==> config.mk <==
export PLATFORM = sky130hd
export DESIGN_NAME = hi_lo_multiply_divide_unit
export DESIGN_NICKNAME = d
export VERILOG_FILES = /design/src/rtl/mdu_pkg.sv /design/src/rtl/hi_lo_multiply_divide_unit_shift_core.sv /design/src/rtl/hi_lo_multiply_divide_unit.sv
export SDC_FILE = /design/constraint.sdc
export NUM_CORES = 1
export LEC_CHECK = 0
export BUFFER_PORTS_ARGS = -buffer_cell sky130_fd_sc_hd__buf_2
export CAP_MARGIN = 5
export CORE_ASPECT_RATIO = 0.75
export CORE_UTILIZATION = 55
export DETAILED_ROUTE_END_ITERATION = 10
export PLACE_DENSITY_LB_ADDON = 0.15
export RECOVER_POWER = 25
export SYNTH_ARGS = -nofsm -noshare
export SYNTH_HDL_FRONTEND = slang
export SYNTH_SLANG_ARGS = --single-unit
==> constraint.sdc <==
create_clock -name clk -period 3.7 [get_ports clk]
set_input_delay 0.555 -clock clk [delete_from_list [all_inputs] [get_ports clk]]
set_output_delay 0.555 -clock clk [all_outputs]
set_load 0.01 [all_outputs]
==> src/rtl/mdu_pkg.sv <==
// Shared types and constants for the HI/LO multiply/divide unit.
package mdu_pkg;

    typedef enum logic [1:0] {
        S_IDLE,
        S_MUL,
        S_DIV,
        S_FIXUP
    } mdu_state_e;

    localparam logic [5:0] FUNCT_MFHI  = 6'h10;
    localparam logic [5:0] FUNCT_MTHI  = 6'h11;
    localparam logic [5:0] FUNCT_MFLO  = 6'h12;
    localparam logic [5:0] FUNCT_MTLO  = 6'h13;
    localparam logic [5:0] FUNCT_MULT  = 6'h18;
    localparam logic [5:0] FUNCT_MULTU = 6'h19;
    localparam logic [5:0] FUNCT_DIV   = 6'h1A;
    localparam logic [5:0] FUNCT_DIVU  = 6'h1B;

    localparam logic [31:0] DIVIDE_BY_ZERO_LO = 32'hFFFF_FFFF;

    localparam int DEFAULT_ITERATIONS = 32;

endpackage

==> src/rtl/hi_lo_multiply_divide_unit_shift_core.sv <==
// Shared 2W-bit accumulator with one shift-add (multiply) or
// restoring shift-subtract (divide) step per cycle.
module mdu_shift_core #(
    parameter int W = 32
) (
    input  logic           clk,
    input  logic           rst_n,
    input  logic           load_i,
    input  logic [2*W-1:0] load_acc_i,
    input  logic [W-1:0]   load_op_i,
    input  logic           step_i,
    input  logic           div_mode_i,
    output logic [2*W-1:0] acc_o
);

    logic [2*W-1:0] acc_q, acc_d;
    logic [W-1:0]   op_q, op_d;
    logic [W:0]     add_sum;
    logic [W:0]     trial;

    // Multiply: upper half accumulates, lower half shifts the multiplier out.
    // Divide: upper half is the partial remainder, lower half collects quotient.
    always_comb begin
        add_sum = {1'b0, acc_q[2*W-1:W]}
                + (acc_q[0] ? {1'b0, op_q} : '0);
        trial   = acc_q[2*W-1:W-1] - {1'b0, op_q};
        acc_d   = acc_q;
        op_d    = op_q;
        if (load_i) begin
            acc_d = load_acc_i;
            op_d  = load_op_i;
        end else if (step_i) begin
            if (div_mode_i) begin
                acc_d = trial[W]
                      ? {acc_q[2*W-2:0], 1'b0}
                      : {trial[W-1:0], acc_q[W-2:0], 1'b1};
            end else begin
                acc_d = {add_sum, acc_q[W-1:1]};
            end
        end
    end

    always_ff @(posedge clk or negedge rst_n) begin
        if (!rst_n) begin
            acc_q <= '0;
            op_q  <= '0;
        end else begin
            acc_q <= acc_d;
            op_q  <= op_d;
        end
    end

    assign acc_o = acc_q;

endmodule

==> src/rtl/hi_lo_multiply_divide_unit.sv <==
// Execute-stage MDU: FSM, sign handling and architectural HI/LO.
// MDU_SINGLE_CYCLE_MULTIPLY_EN: combinational MULT/MULTU; divide unchanged.
module hi_lo_multiply_divide_unit
    import mdu_pkg::*;
#(
    parameter int DATA_WIDTH = 32,
    parameter int ITERATIONS = DEFAULT_ITERATIONS
) (
    input  logic                  clk,
    input  logic                  reset,
    input  logic [5:0]            ALU_function_execute,
    input  logic                  using_HI_LO_execute,
    input  logic [DATA_WIDTH-1:0] src_A_execute,
    input  logic [DATA_WIDTH-1:0] src_B_execute,
    output logic [DATA_WIDTH-1:0] HI_out,
    output logic [DATA_WIDTH-1:0] LO_out,
    output logic                  busy,
    output logic                  stall_mdu,
    output logic                  done
);

    localparam int W  = DATA_WIDTH;
    localparam int CW = $clog2(ITERATIONS + 1);

    mdu_state_e     state_q, state_d;
    logic [CW-1:0]  count_q, count_d;
    logic [W-1:0]   hi_q, hi_d;
    logic [W-1:0]   lo_q, lo_d;
    logic           sign_q, sign_d;
    logic           rsign_q, rsign_d;
    logic           div_q, div_d;
    logic           mul_done_q, mul_done_d;

    logic           core_load;
    logic           core_step;
    logic [2*W-1:0] core_load_acc;
    logic [W-1:0]   core_load_op;
    logic [2*W-1:0] core_acc;

    logic           op_signed;
    logic           a_neg, b_neg;
    logic [W-1:0]   abs_a, abs_b;
    logic [W-1:0]   rem_fix, quo_fix;
    logic [2*W-1:0] result;

    always_comb begin
        op_signed = (ALU_function_execute == FUNCT_MULT)
                 || (ALU_function_execute == FUNCT_DIV);
        a_neg = op_signed && src_A_execute[W-1];
        b_neg = op_signed && src_B_execute[W-1];
        abs_a = a_neg ? -src_A_execute : src_A_execute;
        abs_b = b_neg ? -src_B_execute : src_B_execute;
    end

`ifdef MDU_SINGLE_CYCLE_MULTIPLY_EN
    logic [2*W-1:0] ext_a, ext_b, full_prod;

    assign ext_a = op_signed
                 ? {{W{src_A_execute[W-1]}}, src_A_execute}
                 : {{W{1'b0}}, src_A_execute};
    assign ext_b = op_signed
                 ? {{W{src_B_execute[W-1]}}, src_B_execute}
                 : {{W{1'b0}}, src_B_execute};
    assign full_prod = ext_a * ext_b;
`endif

    // Divide-by-zero loads its final HI/LO with both signs clear,
    // so FIXUP passes it through unchanged.
    always_comb begin
        rem_fix = rsign_q ? -core_acc[2*W-1:W] : core_acc[2*W-1:W];
        quo_fix = sign_q ? -core_acc[W-1:0] : core_acc[W-1:0];
        if (div_q) begin
            result = {rem_fix, quo_fix};
        end else if (sign_q) begin
            result = -core_acc;
        end else begin
            result = core_acc;
        end
    end

    always_comb begin
        state_d       = state_q;
        count_d       = count_q;
        hi_d          = hi_q;
        lo_d          = lo_q;
        sign_d        = sign_q;
        rsign_d       = rsign_q;
        div_d         = div_q;
        mul_done_d    = 1'b0;
        core_load     = 1'b0;
        core_step     = 1'b0;
        core_load_acc = '0;
        core_load_op  = '0;
        unique case (state_q)
            S_IDLE: begin
                if (using_HI_LO_execute) begin
                    unique case (ALU_function_execute)
                        FUNCT_MTHI: hi_d = src_A_execute;
                        FUNCT_MTLO: lo_d = src_A_execute;
                        FUNCT_MFHI, FUNCT_MFLO: ;
                        FUNCT_MULT, FUNCT_MULTU: begin
`ifdef MDU_SINGLE_CYCLE_MULTIPLY_EN
                            {hi_d, lo_d} = full_prod;
                            mul_done_d   = 1'b1;
`else
                            core_load     = 1'b1;
                            core_load_acc = {{W{1'b0}}, abs_b};
                            core_load_op  = abs_a;
                            sign_d        = a_neg ^ b_neg;
                            rsign_d       = 1'b0;
                            div_d         = 1'b0;
                            count_d       = '0;
                            state_d       = S_MUL;
`endif
                        end
                        FUNCT_DIV, FUNCT_DIVU: begin
                            core_load = 1'b1;
                            div_d     = 1'b1;
                            count_d   = '0;
                            if (src_B_execute == '0) begin
                                core_load_acc = {src_A_execute,
                                                 W'(DIVIDE_BY_ZERO_LO)};
                                sign_d        = 1'b0;
                                rsign_d       = 1'b0;
                                state_d       = S_FIXUP;
                            end else begin
                                core_load_acc = {{W{1'b0}}, abs_a};
                                core_load_op  = abs_b;
                                sign_d        = a_neg ^ b_neg;
                                rsign_d       = a_neg;
                                state_d       = S_DIV;
                            end
                        end
                        default: ;
                    endcase
                end
            end
            S_MUL, S_DIV: begin
                if (count_q == CW'(ITERATIONS)) begin
                    state_d = S_FIXUP;
                end else begin
                    core_step = 1'b1;
                    count_d   = count_q + CW'(1);
                end
            end
            S_FIXUP: begin
                {hi_d, lo_d} = result;
                state_d      = S_IDLE;
            end
            default: state_d = S_IDLE;
        endcase
    end

    always_ff @(posedge clk or negedge reset) begin
        if (!reset) begin
            state_q    <= S_IDLE;
            count_q    <= '0;
            hi_q       <= '0;
            lo_q       <= '0;
            sign_q     <= 1'b0;
            rsign_q    <= 1'b0;
            div_q      <= 1'b0;
            mul_done_q <= 1'b0;
        end else begin
            state_q    <= state_d;
            count_q    <= count_d;
            hi_q       <= hi_d;
            lo_q       <= lo_d;
            sign_q     <= sign_d;
            rsign_q    <= rsign_d;
            div_q      <= div_d;
            mul_done_q <= mul_done_d;
        end
    end

    mdu_shift_core #(
        .W (W)
    ) u_core (
        .clk        (clk),
        .rst_n      (reset),
        .load_i     (core_load),
        .load_acc_i (core_load_acc),
        .load_op_i  (core_load_op),
        .step_i     (core_step),
        .div_mode_i (state_q == S_DIV),
        .acc_o      (core_acc)
    );

    assign HI_out    = hi_q;
    assign LO_out    = lo_q;
    assign busy      = (state_q != S_IDLE);
    assign stall_mdu = busy && using_HI_LO_execute;
    assign done      = (state_q == S_FIXUP) || mul_done_q;

endmodule

==> flow_summary_export.csv <==
group,metric,value,unit
run_status,outcome,"finished with violations",
timing,final-hold-violation-count,0,
cts,cts_buffer_depth,2,
layout,fin_util,66.0,%
synthesis,syn_avg_cell_area,7.67,sq um
floorplan,die_area,0.0287,sq mm
layout,nNetsFinal,2339,
synthesis,ys_types,80,
layout,drive_gt1_share,16.7,%
synthesis,synth_nets,2159,
cts,root_buffer,"clkbuf_16",
cts,htree_levels,4,
synthesis,synth_edf_count,0,
synthesis,synth_seq_cells,171,
synthesis,syn_area,0.0154,sq mm
detailed_routing,drtPass1Iterations,9,
timing,timing.final.crit_share,98.2,%
synthesis,yosysWarnings,0,
placed_design,hpwlAfterDp,49400,um
global_route,antenna_found_initial,2,
cts,cts_buffers,17,
floorplan,dieWidth,195,um
detailed_routing,vias_per_cell,6.70,
synthesis,synth-seq-area-share,27.7,%
timing,timing.fmax,275,MHz
cts,clock_sinks,171,
placed_design,place.gp.congestion,1.03,
synthesis,synthArstFlopShare,100,%
layout,finalInstanceArea,0.0180,sq mm
power_and_ir_drop,peakVddDrop,0.605,mV
timing,setup_violations,0,
placed_design,place_area,0.0173,sq mm
floorplan,coreArea,0.0273,sq mm
power_and_ir_drop,p_leak,0.00780,uW
detailed_routing,wirelength,65200,um
timing,maxSlewViolCount,76,
timing,worst_pin_slew,1.91,ns
timing,fin_skew,0.0119,ns
floorplan,rows,52,
timing,rsz0062_at_grt,"true",
floorplan,die_y,147,um
timing,tns,0,ns
layout,area_delta_synth_final,16.6,%
global_route,grt.overflow.total,0,
worst_setup_path,worstPathRequired,4.04,ns
worst_setup_path,end_kind,"flop",
worst_setup_path,cp_max_fo,12,
synthesis,synthTopCellsByArea,"dfrtp_1 28%, o21ai_0 8.1%, a21oi_1 6.7%",
synthesis,synth_top_area_share,27.7,%
global_route,track_usage,45.1,%
global_route,grt_pass1_vias,15900,
detailed_routing,routed-via-count,17100,
power_and_ir_drop,powerDensity,1090,mW/mm^2
run_status,violations,"max-capacitance violations, max-slew violations",
timing,holdWs,0.462,ns
placed_design,portBuffers,139,
synthesis,syn_inst,2011,
synthesis,synth_flop_cell,"dfrtp_1",
timing,maxSlewHeadroom,-27.2,%
worst_hold_path,hold_path_class,"input port to flop",
detailed_routing,drt.antenna.violating_nets,0,
synthesis,yosys.area.top_type,"dfrtp_1",
global_route,grt_max_degree,94,
detailed_routing,dr.first_iter.drc_count,2069,
detailed_routing,drc,0,
global_route,grt_pass1_wl,96500,um
cts,clock_latency,0.46,ns
timing,setup_slack,0.0660,ns
floorplan,boundaryPins,140,
worst_setup_path,worst_ep_arrival_time,3.97,ns
timing,period_minus_slack,3.63,ns
cts,path_clk_slew,0.08,ns
flow_run,max_cap_viol_count,2,
worst_setup_path,crit_type,"flop to flop",
layout,antenna_cells,0,
cts,cts_tree,"built",
detailed_routing,wire_per_inst,25.5,um
worst_setup_path,startpoint_type,"flop",
floorplan,start_util,56.6,%
placed_design,place_ws,0.0274,ns
[flip-flops by register name (all words and copies together), names as in the netlist]
signal	cells
div_q	1
u_core.acc_o	64
rsign_q	1
u_core.op_q	32
LO_out	32
count_q	6
sign_q	1
state_q	2
HI_out	32
[power by group]
part | switching (uW) | total, uW | internal (uW)
registers | 868 | 3680 | 2810
logic | 8350 | 13900 | 5590
clock network | 936 | 1930 | 989
total | 10200 | 19500 | 9390
[stage by stage]
stage	cells	power (uW)
finish	2555	19500
floorplan	2011	12200
global placement	2516	16400
CTS	2548	18600
global route	2555	20700
detailed placement	2516	16700
[final timing paths]
path,slack [ns],startpoint,end,cells past startpoint
setup / recovery,0.07,u_core.acc_o[50],u_core.acc_o[56],12
hold / removal,0.46,src_A_execute[0],u_core.acc_o[32],3
hold reg to reg,0.48,LO_out[2],LO_out[2],1
min in group asynchronous,0.61,reset,HI_out[20],1
setup reg to reg,0.07,u_core.acc_o[50],u_core.acc_o[56],12
max in group asynchronous,0.70,reset,u_core.op_q[25],2
[synthesized netlist by cell type (26+ instances only)]
library cell and number:
o21ai_0 249, nand2_1 235, a21oi_1 205, dfrtp_1 171, nor2_1 157, clkbuf_1 93, xor2_1 90, xnor2_1 83
ha_1 73, mux2i_1 61, inv_1 54, a21o_1 32, nand3_1 32, nor3_1 29, o31ai_1 27, a211oi_1 26
nor2b_1 26, o211ai_1 26
[repair_timing]
action,4_1_cts,5_1_grt
gates cloned,0,1
gates resized for setup,1,15
buffers inserted,0,5
pin swaps,0,6
hold buffers,0,0
setup endpoints to repair,1,11
[cells by family after synthesis]
group | Yosys count | synth area share (%)
flip-flops | 171 | 27.7
AND/OR/NAND/NOR | 618 | 18.9
XOR/XNOR | 173 | 9.82
adder cells (fa/ha/maj) | 75 | 6.18
buffers and inverters | 171 | 4.35
AO/OA/AOI/OAI | 733 | 28.4
multiplexers | 70 | 4.62
[critical path: stages, from the launching register on]
cell	delay, ns
dfrtp_1	0.59
ha_2	0.40
a21oi_2	0.25
o211ai_1	0.15
a41oi_1	0.27
o21ai_0	0.19
o2111ai_1	0.23
nor4bb_4	0.37
buf_6	0.21
mux2_2	0.34
a211oi_1	0.26
o21ai_1	0.13
o221a_2	0.14
[cells in the final DEF (no fill, tap or decap), types with 27 or more instances in the layout]
cell type  instances
o21ai_0          248
nand2_1          235
a21oi_1          202
dfrtp_1          171
nor2_1           154
buf_2            138
buf_4            128
xor2_1            90
xnor2_1           83
ha_1              69
mux2i_1           61
inv_1             54
a21o_1            32
nand3_1           31
nor3_1            29
o31ai_1           27
[area by class of cell]
class | count | area, sq um
Sequential cell | 171 | 4280
Inverter | 54 | 203
Timing Repair Buffer | 278 | 1840
Tap cell | 351 | 439
Clock inverter | 14 | 170
Clock buffer | 18 | 439
Fill cell | 2411 | 9280
Multi-Input combinational cell | 1669 | 10600
[routing by layer]
metal	global-route usage (%)	up-vias	routed length [um]
met1	60.4	8044	26200
met3	17.9	199	9830
met2	63.4	1214	26000
met5	0.842	-	22
met4	20.9	4	3210
li1	-	7663	-
(Power assumes the default switching activity.)
